## src/rtl/coeff_pkg.sv

```systemverilog
// Shared types and constants for the coefficient load responder.
// Consumers: coeff_bank and coeff_load_responder.
package coeff_pkg;

    localparam int unsigned DEFAULT_COEFF_W = 16;
    localparam int unsigned NUM_COEFF       = 4;
    localparam int unsigned IDX_W           = 2;
    // Wide enough for the maximum LOAD_CYCLES of 15.
    localparam int unsigned CNT_W           = 4;

    typedef enum logic {
        StIdle,
        StBusy
    } state_e;

endpackage

```

## src/rtl/coeff_bank.sv

```systemverilog
// Four-entry coefficient register file with single-entry write and whole-bank parallel load.
// The parallel load takes priority over the single-entry write.
module coeff_bank
    import coeff_pkg::*;
#(
    parameter int unsigned COEFF_W = DEFAULT_COEFF_W
) (
    input  logic                              clk,
    input  logic                              n_reset,
    input  logic                              wr_en,
    input  logic [IDX_W-1:0]                  wr_idx,
    input  logic [COEFF_W-1:0]                wr_data,
    input  logic                              ld_en,
    input  logic [NUM_COEFF-1:0][COEFF_W-1:0] ld_data,
    output logic [NUM_COEFF-1:0][COEFF_W-1:0] rd_data
);

    logic [NUM_COEFF-1:0][COEFF_W-1:0] regs_q;

    always_ff @(posedge clk or negedge n_reset) begin
        if (!n_reset) begin
            regs_q <= '0;
        end else if (ld_en) begin
            regs_q <= ld_data;
        end else if (wr_en) begin
            regs_q[wr_idx] <= wr_data;
        end
    end

    assign rd_data = regs_q;

endmodule

```

## src/rtl/coeff_load_responder.sv

```systemverilog
// Accepts coefficient loads, holds modwait for LOAD_CYCLES cycles, then commits to the bank.
// Define COEFF_SHADOW_EN to stage writes in a shadow bank and publish a complete set atomically.
module coeff_load_responder
    import coeff_pkg::*;
#(
    parameter int unsigned COEFF_W     = DEFAULT_COEFF_W,
    parameter int unsigned LOAD_CYCLES = 2
) (
    input  logic               clk,
    input  logic               n_reset,
    input  logic               load_coeff,
    input  logic [IDX_W-1:0]   coefficient_num,
    input  logic [COEFF_W-1:0] coeff_in,
    output logic               modwait,
    output logic [COEFF_W-1:0] coeff0,
    output logic [COEFF_W-1:0] coeff1,
    output logic [COEFF_W-1:0] coeff2,
    output logic [COEFF_W-1:0] coeff3,
    output logic               set_done,
    output logic               overrun
);

    localparam logic [CNT_W-1:0] LoadCnt = CNT_W'(LOAD_CYCLES);

    state_e               state_q, state_d;
    logic [CNT_W-1:0]     cnt_q, cnt_d;
    logic [IDX_W-1:0]     idx_q, idx_d;
    logic [COEFF_W-1:0]   data_q, data_d;
    logic [NUM_COEFF-1:0] mask_q, mask_d;
    logic [NUM_COEFF-1:0] mask_set;
    logic                 modwait_q, modwait_d;
    logic                 set_done_q, set_done_d;
    logic                 overrun_q, overrun_d;
    logic                 wr_en;

    logic [NUM_COEFF-1:0][COEFF_W-1:0] active_rd;

    always_ff @(posedge clk or negedge n_reset) begin
        if (!n_reset) begin
            state_q    <= StIdle;
            cnt_q      <= '0;
            idx_q      <= '0;
            data_q     <= '0;
            mask_q     <= '0;
            modwait_q  <= 1'b0;
            set_done_q <= 1'b0;
            overrun_q  <= 1'b0;
        end else begin
            state_q    <= state_d;
            cnt_q      <= cnt_d;
            idx_q      <= idx_d;
            data_q     <= data_d;
            mask_q     <= mask_d;
            modwait_q  <= modwait_d;
            set_done_q <= set_done_d;
            overrun_q  <= overrun_d;
        end
    end

    assign mask_set = mask_q | (NUM_COEFF'(1) << idx_q);

    always_comb begin
        state_d    = state_q;
        cnt_d      = cnt_q;
        idx_d      = idx_q;
        data_d     = data_q;
        mask_d     = mask_q;
        modwait_d  = modwait_q;
        set_done_d = 1'b0;
        overrun_d  = 1'b0;
        wr_en      = 1'b0;

        unique case (state_q)
            StIdle: begin
                if (load_coeff) begin
                    idx_d     = coefficient_num;
                    data_d    = coeff_in;
                    cnt_d     = LoadCnt;
                    modwait_d = 1'b1;
                    state_d   = StBusy;
                end
            end
            StBusy: begin
                // Requests while busy are dropped; only flagged.
                overrun_d = load_coeff;
                cnt_d     = cnt_q - CNT_W'(1);
                if (cnt_q == CNT_W'(1)) begin
                    wr_en     = 1'b1;
                    modwait_d = 1'b0;
                    state_d   = StIdle;
                    if (&mask_set) begin
                        mask_d     = '0;
                        set_done_d = 1'b1;
                    end else begin
                        mask_d = mask_set;
                    end
                end
            end
            default: state_d = StIdle;
        endcase
    end

`ifdef COEFF_SHADOW_EN
    logic [NUM_COEFF-1:0][COEFF_W-1:0] shadow_rd;
    logic [NUM_COEFF-1:0][COEFF_W-1:0] copy_data;
    logic                              copy_en;

    coeff_bank #(
        .COEFF_W (COEFF_W)
    ) u_shadow_bank (
        .clk     (clk),
        .n_reset (n_reset),
        .wr_en   (wr_en),
        .wr_idx  (idx_q),
        .wr_data (data_q),
        .ld_en   (1'b0),
        .ld_data ('0),
        .rd_data (shadow_rd)
    );

    // The completing write is merged in so the active copy sees the full set on the same edge.
    always_comb begin
        copy_data        = shadow_rd;
        copy_data[idx_q] = data_q;
    end

    assign copy_en = wr_en & set_done_d;

    coeff_bank #(
        .COEFF_W (COEFF_W)
    ) u_active_bank (
        .clk     (clk),
        .n_reset (n_reset),
        .wr_en   (1'b0),
        .wr_idx  ('0),
        .wr_data ('0),
        .ld_en   (copy_en),
        .ld_data (copy_data),
        .rd_data (active_rd)
    );
`else
    coeff_bank #(
        .COEFF_W (COEFF_W)
    ) u_active_bank (
        .clk     (clk),
        .n_reset (n_reset),
        .wr_en   (wr_en),
        .wr_idx  (idx_q),
        .wr_data (data_q),
        .ld_en   (1'b0),
        .ld_data ('0),
        .rd_data (active_rd)
    );
`endif

    assign modwait  = modwait_q;
    assign set_done = set_done_q;
    assign overrun  = overrun_q;
    assign coeff0   = active_rd[0];
    assign coeff1   = active_rd[1];
    assign coeff2   = active_rd[2];
    assign coeff3   = active_rd[3];

endmodule
```

## config.mk

```make
export PLATFORM = sky130hd
export DESIGN_NAME = coeff_load_responder
export DESIGN_NICKNAME = d
export VERILOG_FILES = /design/src/rtl/coeff_pkg.sv /design/src/rtl/coeff_bank.sv /design/src/rtl/coeff_load_responder.sv
export SDC_FILE = /design/constraint.sdc
export NUM_CORES = 1
export LEC_CHECK = 0
export ABC_CLOCK_PERIOD_IN_PS = 5750
export CAP_MARGIN = 5
export CORE_MARGIN = 2
export CORE_UTILIZATION = 40
export DETAILED_ROUTE_END_ITERATION = 8
export PLACE_DENSITY_LB_ADDON = 0.2
export SLEW_MARGIN = 40
export SYNTH_ARGS = -nofsm -noshare
export SYNTH_HDL_FRONTEND = slang
export SYNTH_HIERARCHICAL = 1
export SYNTH_SLANG_ARGS = --single-unit
export TNS_END_PERCENT = 10
```

## constraint.sdc

```tcl
create_clock -name clk -period 5.75 [get_ports clk]
set_input_delay 0.8625 -clock clk [delete_from_list [all_inputs] [get_ports clk]]
set_output_delay 0.8625 -clock clk [all_outputs]
set_load 0.1 [all_outputs]
```

==> metrics <==
register area share after synthesis=52.8%; predominant post-synthesis flop cell=dfrtp_1; RSZ-0062 raised after global routing=no; Max VDD drop=0.000301 V; crit path capture type=flop; CTS Buf Count=9; Die Y=110 um; gr busiest metal=met2; H-tree levels=3; Crit Path Max Fanout=16; Synth area leader=dfrtp_1; mapped cell area=4450 um2; final-report setup violation count=0; Synth area leaders=dfrtp_1 (53%), a21oi_1 (15%), nor2b_1 (9.3%), nand2_1 (5.6%), mux2_1 (4.6%); Pleak=2.69 nW; compound-cell area share of the yosys netlist=17.4%; crit path DAT=2680 ps; initial antenna violation count=0; Syn Inst Count=457; Root Buffer=clkbuf_8; critical path's slowest cell=nor3b_4; core box area=10800 um2; share of post-route cells with drive strength above 1=15.5%; Reg2Reg Depth=6; largest net degree at the start of global routing=119; outcome=finished, final reports clean; kind of critical path=reg -> reg; cell family with most CP delay=simple AND/OR/NAND/NOR gates; Worst setup SP type=flop; FFs w/ async S/R, synth=100%; Final #Nets=609; boundary pin count=88; multi-input combinational cell area=2110 um2; Worst path depth=6; clock latency on the worst-skew pair=370 ps; CTS sink cnt=94; Final ANT Viol Nets=0; max-cap viol count=0; Final Hold Fails=0; top cell type's share of synthesized area=52.8%; largest family of logic cells by synthesized area=simple AND/OR/NAND/NOR gates; global-route wire length before repair=17600 um; most frequent cell on the critical path=a21oi_1; area grow syn2layout=20.6%; remaining global-route overflow=0; Hold Buf Count CTS=0; RR Startpoint=cnt_q[1]; register bit total from synthesis=94; HP Class=in -> async; FF-to-FF setup slack=3360 ps; TNS Setup=0 ps; CP peak stage delay=740 ps; multiplexer share of the synthesized area=4.80%; GR Layer Usage met3=2.55%; Post-synth top cells=a21oi_1 (132), dfrtp_1 (94), nand2_1 (67); Yosys warnings=6; Worst slew margin=50.7%; GP Congestion=0.786; HPWL Detailed=7500 um; TritonCTS clock tree=done; Iteration-0 DRC Markers=176; Clk pin slew, worst setup/hold paths=90 ps; # rows=38; die extent in x=110 um; DR WL/cell=15.4 um; Die ar.=12000 um2; vias in the first global route=3241; pwr/cell area=464 nW/um2; Tightest Pin Transition=737 ps; Antenna Diode Count=0; Hold Worst Slack=465 ps; Synth Area in Adders=0.562%; clk buf depth=2; Post-route DRC=0; met1 global-route usage=27.5%; Post-synth EDFFs=0; Synth cell types=38; Post-Syn Area per Cell=9.74 um2; Worst Path Buf+Inv=1; Initial Util=41.1%; post-synthesis simple-gate area fraction=18.5%; port bufs=87; Vias/cell=4.68; Critical R2R Capture=u_active_bank/rd_data[13]; M2 GR Usage=31.2%; fin. max-slew vios=0; Seq. cell area=2350 um2; f_max=0.418 GHz; post-CTS resize count=0; crit path cell chain=inv_1 -> ha_1 -> and4bb_1 -> nor3b_4 -> a21oi_1 -> a21oi_1; fin crit share=41.6%; Total GRT Usage=19.8%; post-synthesis xor/xnor area fraction=0.393%; count leader, synth=a21oi_1; total setup buffers inserted after CTS=0; Required @ worst endpoint=6030 ps; vias=3410; Clock Skew=16.0 ps; 1st-pass router iterations=4; fill cell count=1057; fin crit period=2390 ps; total wire length=11200 um
cell type report:
type | instances | share of cell area [%]
Inverter | 3 | 0.256
Clock inverter | 2 | 0.653
Multi-Input combinational cell | 390 | 39.3
Tap cell | 140 | 3.26
Timing Repair Buffer | 88 | 10.1
Sequential cell | 94 | 43.8
Clock buffer | 11 | 2.63
layout by cell type, fill, tap and decap left out, types with 2 or more instances in the layout:
master / Yosys / routed
a21oi_1: 132 / 132
and3b_1: 2 / 2
buf_2: 6 / 67
buf_4: 7 / 2
clkbuf_8: 0 / 10
clkdlybuf4s50_1: 0 / 19
conb_1: 1 / 66
dfrtp_1: 94 / 94
ha_1: 2 / 2
inv_1: 2 / 2
mux2_1: 18 / 18
nand2_1: 67 / 67
nand3_1: 2 / 2
nand3b_1: 3 / 3
nor2_1: 9 / 9
nor2b_1: 66 / 65
nor3_1: 2 / 2
o21ai_1: 2 / 2
xor2_1: 2 / 2
worst max path at each step:
stage	from	endpoint	slack (ps)
after floorplan	cnt_q[1]	u_active_bank/rd_data[10]	3870
after global placement	load_coeff	data_q[5]	3020
after detailed placement	load_coeff	data_q[8]	3270
after CTS	cnt_q[1]	u_active_bank/rd_data[1]	3340
after global routing	cnt_q[1]	u_active_bank/rd_data[1]	3120
final	cnt_q[1]	u_active_bank/rd_data[13]	3360
where the power goes:
part,total (W),switching (W),internal (W)
clock network,0.000424,0.000219,0.000206
logic,0.00100,0.000766,0.000236
registers,0.00107,0.000243,0.000824
total,0.00249,0.00123,0.00127
layer usage:
metal	vias to the layer above	wire [um]
met5	-	0
met4	0	216
met3	14	468
met2	72	5300
met1	1601	5200
li1	1723	-
cells by family after synthesis:
| group | after synthesis |
|---|---|
| AO/OA/AOI/OAI | 143 |
| XOR/XNOR | 2 |
| adder cells (fa/ha/maj) | 2 |
| buffers and inverters | 38 |
| flip-flops | 94 |
| multiplexers | 19 |
| other | 1 |
| AND/OR/NAND/NOR | 158 |
registers in the layout, indices dropped and copies added (netlist names):
signal	count
set_done	1
modwait	1
overrun	1
idx_q	2
mask_q	4
state_q	1
cnt_q	4
u_active_bank/rd_data	64
data_q	16
stage by stage:
step | worst slack (ps) | instance area [um2] | util (%) | cells | power [W]
after floorplan | 3870 | 4700 | - | 522 | 0.00187
after global routing | 3120 | 5370 | 49.5 | 728 | 0.00263
final | 3360 | 5370 | 49.5 | 728 | 0.00249
after detailed placement | 3270 | 5190 | 47.9 | 715 | 0.00208
after CTS | 3340 | 5370 | 49.5 | 728 | 0.00251
after global placement | 3020 | 5520 | 50.9 | 715 | 0.00213
(Power assumes the default switching activity.)
